## config.mk

```make
export PLATFORM = sky130hd
export DESIGN_NAME = alarm_bank
export DESIGN_NICKNAME = d
export VERILOG_FILES = /design/src/rtl/alarm_bank.sv
export SDC_FILE = /design/constraint.sdc
export NUM_CORES = 1
export LEC_CHECK = 0
export ABC_AREA = 1
export CAP_MARGIN = 20
export CORE_ASPECT_RATIO = 0.5
export CORE_MARGIN = 5
export CORE_UTILIZATION = 45
export CTS_BUF_LIST = sky130_fd_sc_hd__clkbuf_8
export DETAILED_ROUTE_END_ITERATION = 8
export HOLD_SLACK_MARGIN = 0.12
export PLACE_DENSITY_LB_ADDON = 0.2
export SLEW_MARGIN = 40
export SYNTH_ARGS = -nofsm -noshare
export SYNTH_HDL_FRONTEND = slang
export SYNTH_SLANG_ARGS = --single-unit
```

## constraint.sdc

```tcl
create_clock -name clock -period 11.6 [get_ports clock]
set_input_delay 2.32 -clock clock [delete_from_list [all_inputs] [get_ports clock]]
set_output_delay 2.32 -clock clock [all_outputs]
set_load 0.005 [all_outputs]
```

## src/rtl/alarm_bank.sv

```systemverilog
// alarm_bank: shared tick prescaler feeding NCH independent alarm channels (one-shot or periodic).
// Build option ALARM_SNOOZE_EN adds a per-channel snooze restart out of FIRED.
module alarm_bank #(
    parameter int NCH    = 4,
    parameter int WIDTH  = 8,
    parameter int PRESC  = 1,
    parameter int SNOOZE = 5
) (
    input  logic                                     clock,
    input  logic                                     reset,
    input  logic                                     cfg_we_i,
    input  logic [((NCH > 1) ? $clog2(NCH) : 1)-1:0] cfg_ch_i,
    input  logic [WIDTH-1:0]                         cfg_delay_i,
    input  logic                                     cfg_periodic_i,
    input  logic [NCH-1:0]                           arm_i,
    input  logic [NCH-1:0]                           disarm_i,
    input  logic [NCH-1:0]                           ack_i,
    input  logic [NCH-1:0]                           snooze_i,
    output logic                                     tick_o,
    output logic [NCH-1:0]                           beep_o,
    output logic [NCH-1:0]                           pending_o,
    output logic [NCH-1:0]                           running_o
);

    localparam int CW = (NCH > 1) ? $clog2(NCH) : 1;
    localparam int PW = (PRESC > 1) ? $clog2(PRESC) : 1;

    localparam logic [1:0] ST_IDLE  = 2'd0;
    localparam logic [1:0] ST_RUN   = 2'd1;
    localparam logic [1:0] ST_FIRED = 2'd2;

    logic [PW-1:0]  presc_q;
    logic [PW-1:0]  presc_d;
    logic           tick;
    logic [NCH-1:0] expire;
    logic [NCH-1:0] beep_q;
    logic [NCH-1:0] pending_q;

    assign tick    = (presc_q == PW'(PRESC - 1));
    assign presc_d = tick ? '0 : presc_q + PW'(1);
    // tick is combinational from the count, so hold it low while reset is applied
    assign tick_o  = tick & ~reset;

    always_ff @(posedge clock or posedge reset) begin
        if (reset) begin
            presc_q <= '0;
        end else begin
            presc_q <= presc_d;
        end
    end

    genvar gi;
    generate
        for (gi = 0; gi < NCH; gi++) begin : g_ch
            logic [WIDTH-1:0] cfg_delay_q;
            logic             cfg_per_q;
            logic [WIDTH-1:0] sh_delay_q;
            logic [WIDTH-1:0] sh_delay_d;
            logic             sh_per_q;
            logic             sh_per_d;
            logic [WIDTH-1:0] cnt_q;
            logic [WIDTH-1:0] cnt_d;
            logic [1:0]       state_q;
            logic [1:0]       state_d;
            logic             wr_en;
            logic [WIDTH-1:0] new_delay;
            logic             new_per;
            logic [WIDTH-1:0] last_cnt;
            logic             exp_w;
`ifdef ALARM_SNOOZE_EN
            logic             snz_q;
            logic             snz_d;
`endif

            assign wr_en     = cfg_we_i && (cfg_ch_i == CW'(gi));
            // arm sees a same-cycle config write, so the shadow captures the new values
            assign new_delay = wr_en ? cfg_delay_i : cfg_delay_q;
            assign new_per   = wr_en ? cfg_periodic_i : cfg_per_q;

`ifdef ALARM_SNOOZE_EN
            assign last_cnt = snz_q ? WIDTH'(SNOOZE - 1)
                                    : ((sh_delay_q == '0) ? '0 : sh_delay_q - WIDTH'(1));
`else
            assign last_cnt = (sh_delay_q == '0) ? '0 : sh_delay_q - WIDTH'(1);
`endif

            always_comb begin
                state_d    = state_q;
                cnt_d      = cnt_q;
                sh_delay_d = sh_delay_q;
                sh_per_d   = sh_per_q;
                exp_w      = 1'b0;
`ifdef ALARM_SNOOZE_EN
                snz_d      = snz_q;
`endif
                if (disarm_i[gi]) begin
                    state_d = ST_IDLE;
                    cnt_d   = '0;
`ifdef ALARM_SNOOZE_EN
                    snz_d   = 1'b0;
`endif
                end else if (arm_i[gi]) begin
                    state_d    = ST_RUN;
                    cnt_d      = '0;
                    sh_delay_d = new_delay;
                    sh_per_d   = new_per;
`ifdef ALARM_SNOOZE_EN
                    snz_d      = 1'b0;
`endif
                end
`ifdef ALARM_SNOOZE_EN
                else if (snooze_i[gi] && (state_q == ST_FIRED)) begin
                    state_d = ST_RUN;
                    cnt_d   = '0;
                    snz_d   = 1'b1;
                end
`endif
                else if ((state_q == ST_RUN) && tick) begin
                    if (cnt_q == last_cnt) begin
                        exp_w = 1'b1;
                        cnt_d = '0;
                        if (!sh_per_q) begin
                            state_d = ST_FIRED;
                        end
                    end else begin
                        cnt_d = cnt_q + WIDTH'(1);
                    end
                end
            end

            always_ff @(posedge clock or posedge reset) begin
                if (reset) begin
                    cfg_delay_q <= '0;
                    cfg_per_q   <= 1'b0;
                    sh_delay_q  <= '0;
                    sh_per_q    <= 1'b0;
                    cnt_q       <= '0;
                    state_q     <= ST_IDLE;
`ifdef ALARM_SNOOZE_EN
                    snz_q       <= 1'b0;
`endif
                end else begin
                    if (wr_en) begin
                        cfg_delay_q <= cfg_delay_i;
                        cfg_per_q   <= cfg_periodic_i;
                    end
                    sh_delay_q <= sh_delay_d;
                    sh_per_q   <= sh_per_d;
                    cnt_q      <= cnt_d;
                    state_q    <= state_d;
`ifdef ALARM_SNOOZE_EN
                    snz_q      <= snz_d;
`endif
                end
            end

            assign expire[gi]    = exp_w;
            assign running_o[gi] = (state_q == ST_RUN);
        end
    endgenerate

`ifndef ALARM_SNOOZE_EN
    logic unused_snooze;
    assign unused_snooze = ^snooze_i;
`endif

    // a same-cycle ack loses to a new expiry so the event is never dropped
    always_ff @(posedge clock or posedge reset) begin
        if (reset) begin
            beep_q    <= '0;
            pending_q <= '0;
        end else begin
            beep_q    <= expire;
            pending_q <= expire | (pending_q & ~ack_i);
        end
    end

    assign beep_o    = beep_q;
    assign pending_o = pending_q;

endmodule

```

==> flow_metrics.tcl, run 1 <==
set metrics [dict create \
    die_area_um2 17300 \
    routedWlPerCell_um 12.0 \
    drtPass1Iterations 4 \
    syn_area_um2 6570 \
    vdd_drop_max_v 0.0000574 \
    num_vias 5212 \
    io_pins 43 \
    synth_top_area_share_pct 45.7 \
    drive_gt1_share_pct 12.0 \
    min_from "g_ch[0].sh_per_q" \
    netlist_instances 847 \
    reg2reg_from "g_ch[1].sh_delay_q[0]" \
    holdPathStages 2 \
    clock_sink_count 120 \
    skew_ps 11.8 \
    final.setup.worst_slack_ps 5450 \
    crit_type "in -> out" \
    preCtsSetupSlack_ps 5380 \
    hold_path.class "reg -> reg" \
    ant_nets 0 \
    avgViaCountPerCell 4.71 \
    wl_met1_um 6980 \
    worstPathRequired_ps 9280 \
    drv_slew 0 \
    ys_async_sr_fraction_pct 100 \
    maxCapViolations 0 \
    startpoint_type "primary input" \
    power_mw 1.25 \
    startpoint "reset" \
    grt_util_all_layers_pct 16.8 \
    drc 0 \
    fp.dieH_um 95.5 \
    grt_pass1_vias 4998 \
    regToRegEndpoint "g_ch[1].cnt_q[0]" \
    port_buffers 38 \
    synth-seq-cells 120 \
    dr_wl_met3_um 332 \
    syn-num-nets 885 \
    cts_resized 0 \
    rows 31 \
    synth_edf_count 0 \
    area_growth_pct 15.8 \
    cts-root-buf "clkbuf_8" \
    rrSetupSlack_ps 9580 \
    dpl_cell_area_um2 7180 \
    drt_iter0_drc 497 \
    num-nets-final 934 \
    finalHoldViolations 0 \
    fmax_ghz 0.162 \
    status "complete, no violations" \
    dpl.hpwl_um 9690 \
    met2_wirelength_um 5700 \
    start_util_pct 45.7 \
    clkTransAtPathRegs_ps 70 \
    p_per_area_nw_per_um2 164 \
    grt_pass1_wl_um 23800 \
    finalSetupTns_ps 0 \
    dr.max_layer_used "met4" \
    instances_no_fill 1107 \
    postCtsSetupBuffers 0 \
    cp_max_fo 46 \
    antenna_found_initial 0 \
    period_needed_ps 6150 \
    final_cell_area_um2 7610 \
    die_x_um 181 \
    whs_endpoint "g_ch[0].sh_per_q" \
    dp_cells 1075 \
    r2r_cells 13 \
    synthTopCellsByArea "dfrtp_1 46%, nand2_1 15%, inv_1 5.9%" \
    num_antenna_cells 0 \
    ys_warn_count 0 \
    p_leak_nw 3.63 \
    clkLatencyLatePin_ps 420 \
    cp.arrival_ps 3830 \
    wl_um 13200 \
    critPathCaptureType "output pin" \
    relSlewSlack_pct 51.5 \
    clk_path_buf_depth 2 \
    synth_common_cells "255 x nand2_1, 120 x dfrtp_1, 104 x inv_1" \
    synth_largest_area_cell "dfrtp_1" \
    synth_cell_types 34 \
    htree_levels 4 \
    overflow 0 \
    synth.avg_cell_area_um2 7.76 \
    synth_ff_type "dfrtp_1" \
    core_um2 14400 \
    synth.most_common_cell "nand2_1" \
    cts_hold_buf 0 \
    cts_tree "done" \
    gp_congestion 0.862 \
    seq_area_frac_synth_pct 45.7 \
    rsz0062_at_grt "false" \
    setup_viol 0 \
    period_share_pct 53.1 \
    numCtsBuffers 17 \
    grt_max_degree 77 \
    worst_pin_slew_ps 727 \
]
registers in the layout, indices dropped and copies added, names as in the netlist:
name / count
beep_o: 4
g_ch.cfg_delay_q: 32
g_ch.sh_delay_q: 32
g_ch.sh_per_q: 4
pending_o: 4
g_ch.cfg_per_q: 4
g_ch.cnt_q: 32
g_ch.state_q: 8
power breakdown:
part	leakage, nW	internal [mW]	total [mW]	switching, mW
registers	1.57	0.468	0.503	0.0347
clock network	0.219	0.238	0.406	0.169
logic	1.84	0.122	0.340	0.218
layer usage:
metal | track usage [%] | vias up
li1 | - | 2798
met1 | 23.6 | 2335
met2 | 26.1 | 58
met3 | 3.32 | 21
met4 | 5.60 | 0
met5 | 0 | -
layout by cell type (no fill, tap or decap), types with 2 or more instances in the layout:
| cell | n |
|---|---|
| nor2_2 | 18 |
| nor3_1 | 10 |
| o22ai_1 | 2 |
| ha_1 | 8 |
| clkinvlp_4 | 2 |
| nand4_1 | 15 |
| nor2_4 | 8 |
| dfrtp_1 | 120 |
| nand2_4 | 10 |
| nor2_1 | 58 |
| nand3_1 | 65 |
| clkinv_2 | 6 |
| o21ai_2 | 12 |
| nand3_2 | 4 |
| clkbuf_8 | 18 |
| nand3b_1 | 7 |
| o22ai_2 | 2 |
| a21oi_2 | 3 |
| clkinv_4 | 2 |
| xnor2_1 | 4 |
| bufinv_16 | 4 |
| inv_2 | 9 |
| clkdlybuf4s50_1 | 38 |
| inv_1 | 104 |
| nand2_2 | 4 |
| o21ai_1 | 10 |
| nand2_1 | 255 |
| a21oi_1 | 4 |
| o21ai_0 | 76 |
| xor2_1 | 22 |
| inv_4 | 2 |
area by class of cell:
type	instances	area [um2]
Fill cell	1365	6780
Multi-Input combinational cell	602	3100
Sequential cell	120	3000
Inverter	116	442
Timing Repair Buffer	39	392
Clock buffer	18	248
Tap cell	198	248
Clock inverter	14	181
stage by stage:
step	hold WS (ps)	utilization [%]
2_1_floorplan	450	-
3_3_place_gp	471	49.8
3_5_place_dp	476	49.9
4_1_cts	494	52.9
5_1_grt	532	52.9
6_report	486	52.9
cells by family after synthesis:
kind of cell | Yosys count | share of synthesized area, %
fa+ha+maj | 8 | 1.52
compound gates | 110 | 9.54
simple gates | 457 | 32.2
flops | 120 | 45.7
xor+xnor | 27 | 3.71
buf+inv | 125 | 7.31
worst max-delay path by stage:
| stage | depth (start not counted) | to | slack [ps] |
|---|---|---|---|
| after floorplan | 1 | tick_o | 4460 |
| after global placement | 3 | tick_o | 5390 |
| after detailed placement | 3 | tick_o | 5380 |
| after CTS | 3 | tick_o | 5380 |
| after global routing | 3 | tick_o | 5290 |
| final | 3 | tick_o | 5450 |
critical path, stage by stage:
cell             delay, ps
clkdlybuf4s50_1        440
inv_4                  430
clkdlybuf4s50_1        610
No activity file was read; power rests on OpenSTA's default activity.
==> run 2: changes to the inputs <==
clock period = 5.7 ns   (was 11.6 ns; I/O delays follow)
==> run 2 against run 1 <==
  * Clock-buffer cell count rose by 3
  * Global-route usage is 0.40 points lower
  * Flip-flop and latch count stayed put
  * Sequential power increased by 100%
  * Worst hold slack improved by 13 ps
  * Non-clock buffer count increased by 1
  * Power increased by 95%
==> flow_metrics.tcl, run 2 (synthesized netlist as in run 1, its figures left out) <==
set metrics [dict create \
    drt_iter0_drc 395 \
    worst_pin_slew_ps 608 \
    fillers 1340 \
    final_cell_area_um2 7560 \
    dpl_cell_area_um2 7190 \
    overflow 0 \
    finalSetupTns_ps 0 \
    cp.arrival_ps 2190 \
    dpl.hpwl_um 9700 \
    crit_type "in -> out" \
    avgViaCountPerCell 4.69 \
    seq_area_um2 3000 \
    core_um2 14400 \
    worstPathCellList "clkdlybuf4s50_1 -> inv_4 -> clkdlybuf4s50_1" \
    cts_hold_buf 0 \
    cp_max_fo 2 \
    drtPass1Iterations 5 \
    cts_tree "done" \
    period_share_pct 58.5 \
    gp_congestion 0.865 \
    vdd_drop_max_v 0.000136 \
    grt_max_degree 64 \
    cts_resized 0 \
    numCtsBuffers 17 \
    rows 31 \
    top_regs "g_ch.cfg_delay_q: 32 flops, g_ch.cnt_q: 32 flops, g_ch.sh_delay_q: 32 flops" \
    grt_pass1_vias 4933 \
    maxCapViolations 0 \
    hold_path.class "reg -> reg" \
    num_antenna_cells 0 \
    cp_slowest_cell "clkdlybuf4s50_1" \
    num-nets-final 935 \
    port_buffers 38 \
    path_common_cell "clkdlybuf4s50_1" \
    clk_path_buf_depth 2 \
    p_per_area_nw_per_um2 322 \
    cts-root-buf "clkbuf_8" \
    grt_pass1_wl_um 23100 \
    fp.dieH_um 95.5 \
    area_growth_pct 15.0 \
    die_area_um2 17300 \
    io_pins 43 \
    p_leak_nw 3.60 \
    rsz0062_at_grt "false" \
    fmax_ghz 0.300 \
    antenna_found_initial 0 \
    slowest_delay_ps 500 \
    hold_slack_ps 499 \
    clkTransAtPathRegs_ps 70 \
    die_x_um 181 \
    clkLatencyLatePin_ps 430 \
    ant_nets 0 \
    status "complete, no violations" \
    clock_sink_count 120 \
    htree_levels 4 \
    critPathCaptureType "output pin" \
    skew_ps 12.1 \
    multi_input_comb_area_um2 3100 \
    drc 0 \
    grt_util_all_layers_pct 16.4 \
    layout.cells.most_common "nand2_1" \
    num_vias 5186 \
    drive_gt1_share_pct 11.9 \
    finalHoldViolations 0 \
    drv_slew 0 \
    wl_um 13200 \
    setup_viol 0 \
    startpoint_type "primary input" \
    period_needed_ps 3330 \
    relSlewSlack_pct 59.4 \
    layout_common_cells "255 x nand2_1, 120 x dfrtp_1, 104 x inv_1" \
    postCtsSetupBuffers 0 \
    worstPathRequired_ps 4560 \
    routedWlPerCell_um 11.9 \
    start_util_pct 45.7 \
]
-- run 2: changes by cell type in the layout (fill, tap and decap cells not counted), sizes merged --
cell      delta
clkbuf       +3
bufinv       -3
clkinv       -3
buf          +1
clkinvlp     +1
-- run 2: cell type report --
type                       count  share of cell area (%)
clock buffer                  21                    3.82
clock inverter                 9                    1.01
inverter                     116                    5.84
multi-input combinational    602                    41.0
sequential                   120                    39.7
tap                          198                    3.28
timing repair buffer          40                    5.33
-- run 2: path summary, 6_finish.rpt --
| kind | start | end | slack, ps | cells past startpoint |
|---|---|---|---|---|
| min in group asynchronous | reset | g_ch[0].cnt_q[4] | 1280 | 3 |
| max reg2reg | g_ch[1].sh_delay_q[0] | g_ch[1].cnt_q[0] | 3660 | 13 |
| max | reset | tick_o | 2370 | 3 |
| min reg2reg | g_ch[1].cfg_per_q | g_ch[1].cfg_per_q | 500 | 2 |
| max in group asynchronous | reset | g_ch[0].cfg_delay_q[5] | 3510 | 4 |
| min | g_ch[1].cfg_per_q | g_ch[1].cfg_per_q | 500 | 2 |
-- run 2: worst max-delay path, delay by kind of cell --
kind / cells / cell delay [ps]
buffers and inverters: 3 / 1040
-- run 2: per-layer routing --
layer  wire [um]  vias up  GRT usage (%)
li1            -     2790              -
met1        7010     2317           22.8
met2        5660       67           25.9
met3         410       12           3.81
met4         116        0           4.53
met5           0        -              0
-- run 2: per-stage QoR --
stage / worst slack (ps) / std cells / power, mW / utilization (%)
3_5_place_dp: 2360 / 1076 / 1.73 / 49.9
4_1_cts: 2350 / 1106 / 2.46 / 52.5
3_3_place_gp: 2350 / 1076 / 1.71 / 49.9
6_report: 2370 / 1106 / 2.43 / 52.5
2_1_floorplan: 922 / 847 / 1.58 / -
5_1_grt: 2340 / 1106 / 2.61 / 52.5
-- run 2: power breakdown --
| part | switching (mW) | internal [mW] |
|---|---|---|
| Clock | 0.335 | 0.381 |
| Combinational | 0.445 | 0.249 |
| Sequential | 0.0690 | 0.952 |
| Total | 0.849 | 1.58 |
==> RTL change 1 (settings of run 2) <==
Set the parameter `WIDTH` to 9 (it was 8).
--- a/src/rtl/alarm_bank.sv
+++ b/src/rtl/alarm_bank.sv
@@ -4,3 +4,3 @@
     parameter int NCH    = 4,
-    parameter int WIDTH  = 8,
+    parameter int WIDTH  = 9,
     parameter int PRESC  = 1,
Ports: changed (resized cfg_delay_i); port bits go from 43 to 44. No check against the original RTL was run, so the function may have changed too.
==> RTL change 1 against run 2 <==
Combinational power up 15%; first-iteration DRC count down 29%; sequential cell count up 12; final cell count up 15%; total power up 8.7%; global-route usage up 0.48 points; routed wire length up 17%; sequential share of layout area down 0.33 points; critical endpoint unchanged; synthesized area up 13%; worst hold slack worse by 0.0058 ns; sequential power up 9.8%; setup slack worse by 0.58 ns; design area up 11%.
==> RTL change 1: results (changes against run 2) <==
metric;value;unit;change
status;complete, no violations;;
Area after DPL;8030;sq um;+12%
vias in the first global route;5661;;+15%
Final period util;68.7;%;+10 points
Nets;1071;;+15%
Synth top cells by count;nand2_1 (304), inv_1 (138), dfrtp_1 (132), nor2_1 (92), o21ai_0 (83);;
via count;6020;;+16%
placed cells;1240;;+15%
DR vias/cell;4.74;;+1.0%
Setup Slack @ Placement;1.73;ns;-0.631 ns
layout cells sized above 1;10.2;%;-1.6 points
VDD IR max;0.000173;V;+27%
Mapped Nets;1032;;+17%
reg2reg start;g_ch[0].sh_delay_q[0];;
initial antenna violation count;0;;unchanged
Netlist cell types;32;;-5.9%
Worst Reg-to-Reg Cells;12;;-1
Final HPWL DP;11500;um;+19%
Avg WL per Cell;12.1;um;+1.6%
Max FO, Critical Path;68;;+66
R2R Path End;g_ch[0].cnt_q[0];;
Worst path max stage delay;0.66;ns;+0.16 ns
post-synthesis sequential area ratio;44.5;%;-1.2 points
clock latency on the worst-skew pair;0.43;ns;about the same
Largest regs;g_ch.cfg_delay_q (36), g_ch.cnt_q (36), g_ch.sh_delay_q (36);;
IO Port Bufs;39;;+2.6%
Filler cells;1626;;+21%
skew final;0.0118;ns;-0.000314 ns
GPL Wtd Cong;0.856;;-1.1%
crit path DAT;2.78;ns;+0.59 ns
First DRT Iteration DRCs;280;;-29%
first-pass GRT wire length;26800;um;+16%
number of synthesized register bits;132;;+10%
gr usage total;16.8;%;+0.48 points
largest net degree at the start of global routing;69;;+7.8%
Pleak;4.01;nW;+11%
ranking of synthesized cells by area;dfrtp_1 (44%), nand2_1 (15%), inv_1 (7.0%);;
TritonRoute pass-1 iters;5;;unchanged
top cell type's share of synthesized area;44.5;%;-1.2 points
reg-to-reg setup timing slack;3.42;ns;-0.24 ns
Mapped Cells;993;;+17%
Worst slew margin;53.8;%;-5.6 points
RTL change 1: changes by cell type in the layout (fill, tap and decap cells not counted), moves of 4 or more:
cell	change
nor2_2	-8
o21ai_2	+8
nand2_1	+49
a21oi_1	+7
o21ai_0	+7
or2_2	+4
inv_1	+35
dfrtp_1	+12
nor2_1	+30
nand3_1	-5
nand2_4	-6
RTL change 1: kinds of logic (layout without fill, tap and decap cells):
family / after synthesis / count (layout) / synth area share [%]
buffers and inverters: 165 / 216 / 8.69
adders and majority gates: 8 / 8 / 1.35
and+or+nand+nor: 531 / 531 / 32.3
AOI/OAI and AO/OA: 131 / 131 / 10.2
DFF: 132 / 132 / 44.5
xor gates and xnor gates: 26 / 26 / 3.06
RTL change 1: power by group:
part | switching, mW | internal, mW | total (mW)
clock network | 0.362 | 0.358 | 0.720
registers | 0.0748 | 1.05 | 1.12
logic | 0.515 | 0.283 | 0.798
total | 0.952 | 1.69 | 2.64
RTL change 1: worst min path at each step:
stage,startpoint,to,slack (ns)
after floorplan,g_ch[0].sh_per_q,g_ch[0].sh_per_q,0.45
after global placement,g_ch[2].sh_per_q,g_ch[2].sh_per_q,0.47
after detailed placement,g_ch[2].sh_per_q,g_ch[2].sh_per_q,0.47
after CTS,g_ch[2].sh_per_q,g_ch[2].sh_per_q,0.49
after global routing,g_ch[2].sh_per_q,g_ch[2].sh_per_q,0.51
final,g_ch[2].sh_per_q,g_ch[2].sh_per_q,0.49
RTL change 1: metal layers:
| metal | vias to the layer above | global-route usage (%) | wire (um) |
|---|---|---|---|
| met4 | 0 | 5.07 | 209 |
| met3 | 20 | 3.18 | 423 |
| met5 | - | 0 | 0 |
| met2 | 77 | 25.7 | 6540 |
| li1 | 3194 | - | - |
| met1 | 2729 | 24.5 | 8230 |
RTL change 1: cell type report:
class,count,area [sq um],area share (%)
multi-input cells,696,3490,41.7
flip-flops and latches,132,3300,39.4
inverters,145,549,6.55
repair buffers,40,402,4.79
well taps,227,284,3.39
clock buffers,19,262,3.12
clock inverters,12,91.3,1.09
RTL change 1: worst register-to-register path, stage by stage, from the launching register on:
cell	delay, ns
dfrtp_1	0.36
inv_1	0.19
ha_1	0.28
nand2_1	0.11
nor2_4	0.18
nand3_4	0.20
nand2_1	0.15
xor2_1	0.15
nand2_1	0.06
nor2_1	0.12
nand2_2	0.12
nand2_2	0.16
a21oi_1	0.09
==> RTL change 2 (config.mk and constraints of run 2) <==
Without the edit above. Reset style: synchronous (`reset`), changed in 3 clocked blocks.
--- a/src/rtl/alarm_bank.sv
+++ b/src/rtl/alarm_bank.sv
@@ -43,3 +43,3 @@
 
-    always_ff @(posedge clock or posedge reset) begin
+    always_ff @(posedge clock) begin
         if (reset) begin
@@ -130,3 +130,3 @@
 
-            always_ff @(posedge clock or posedge reset) begin
+            always_ff @(posedge clock) begin
                 if (reset) begin
@@ -167,3 +167,3 @@
     // a same-cycle ack loses to a new expiry so the event is never dropped
-    always_ff @(posedge clock or posedge reset) begin
+    always_ff @(posedge clock) begin
         if (reset) begin
Formal check against the unedited RTL: differs if reset is asserted again (counterexample within 4 cycles, from zero or initial values and one cycle with reset high); with reset held inactive, the same outputs for 4 cycles.
==> RTL change 2 against run 2 <==
Setup slack worse by 0.31 ns; routed wire length down 4.9%; via count up 0.25%; design area down 6.5%; synthesized area down 7.4%; sequential cell count up 1.
Power is not compared: it rests on default switching activity, and its combinational part moved more than twofold at a synthesized area within 25%.
==> RTL change 2: results (changes against run 2) <==
metric;value;unit;change
status;complete, no violations;;
Mapped Nets;906;;+2.4%
Post-Synth Adder-Cell Area;1.65;%;+0.12 points
footprint of the multi-input gates;3110;sq um;+0.44%
post-synthesis sequential area ratio;39.8;%;-5.9 points
Non-CTS buffers;41;;+2.5%
Signal buf overhead;5.70;%;+0.37 points
First DRT Iteration DRCs;319;;-19%
Nets;950;;+1.6%
layout cells sized above 1;7.78;%;-4.1 points
Non-clk invs;129;;+11%
Storage cell area;2420;sq um;-19%
final WL;12500;um;-4.9%
Worst slew margin;59.3;%;-0.12 points
Final clock-cell share;5.99;%;+1.2 points
Filler cells;1303;;-2.8%
ys async rst share;0;%;-100 points
ranking of synthesized cells by area;dfxtp_1 (40%), nand2_1 (14%), inv_1 (7.7%);;
GPL Wtd Cong;0.874;;+1.0%
crit path DAT;2.50;ns;+0.31 ns
first-pass GRT wire length;21600;um;-6.4%
gr usage total;16.2;%;-0.20 points
Synth top cells by count;nand2_1 (219), inv_1 (125), dfxtp_1 (121), nor2_1 (101), nand3_1 (64);;
placed cells;1069;;-0.65%
Max FO, Critical Path;39;;+37
## RTL change 2: metrics by stage
step	setup slack [ns]	area (sq um)	total power, mW	hold slack [ns]
6_report	2.06	7060	1.92	0.456
5_1_grt	1.96	7060	2.02	0.478
4_1_cts	2.06	7060	1.95	0.457
3_5_place_dp	2.06	6640	1.13	0.446
3_3_place_gp	2.06	6640	1.12	0.438
2_1_floorplan	2.79	6080	1.06	0.430
## RTL change 2: path summary, 6_finish.rpt
check,start,endpoint,slack [ns],depth (start not counted)
worst min register to register,g_ch[0].state_q[1],g_ch[0].state_q[1],0.46,2
worst max register to register,g_ch[2].sh_delay_q[0],g_ch[2].cnt_q[4],3.68,13
worst max-delay path,reset,tick_o,2.06,4
worst min-delay path,g_ch[0].state_q[1],g_ch[0].state_q[1],0.46,2
## RTL change 2: metal layers
layer	part of all wire (%)	global-route usage (%)	wire, um
met3	3.4	4.70	427
met5	0	0	0
met4	0.63	4.02	79
met2	43	26.0	5440
met1	53	21.4	6600
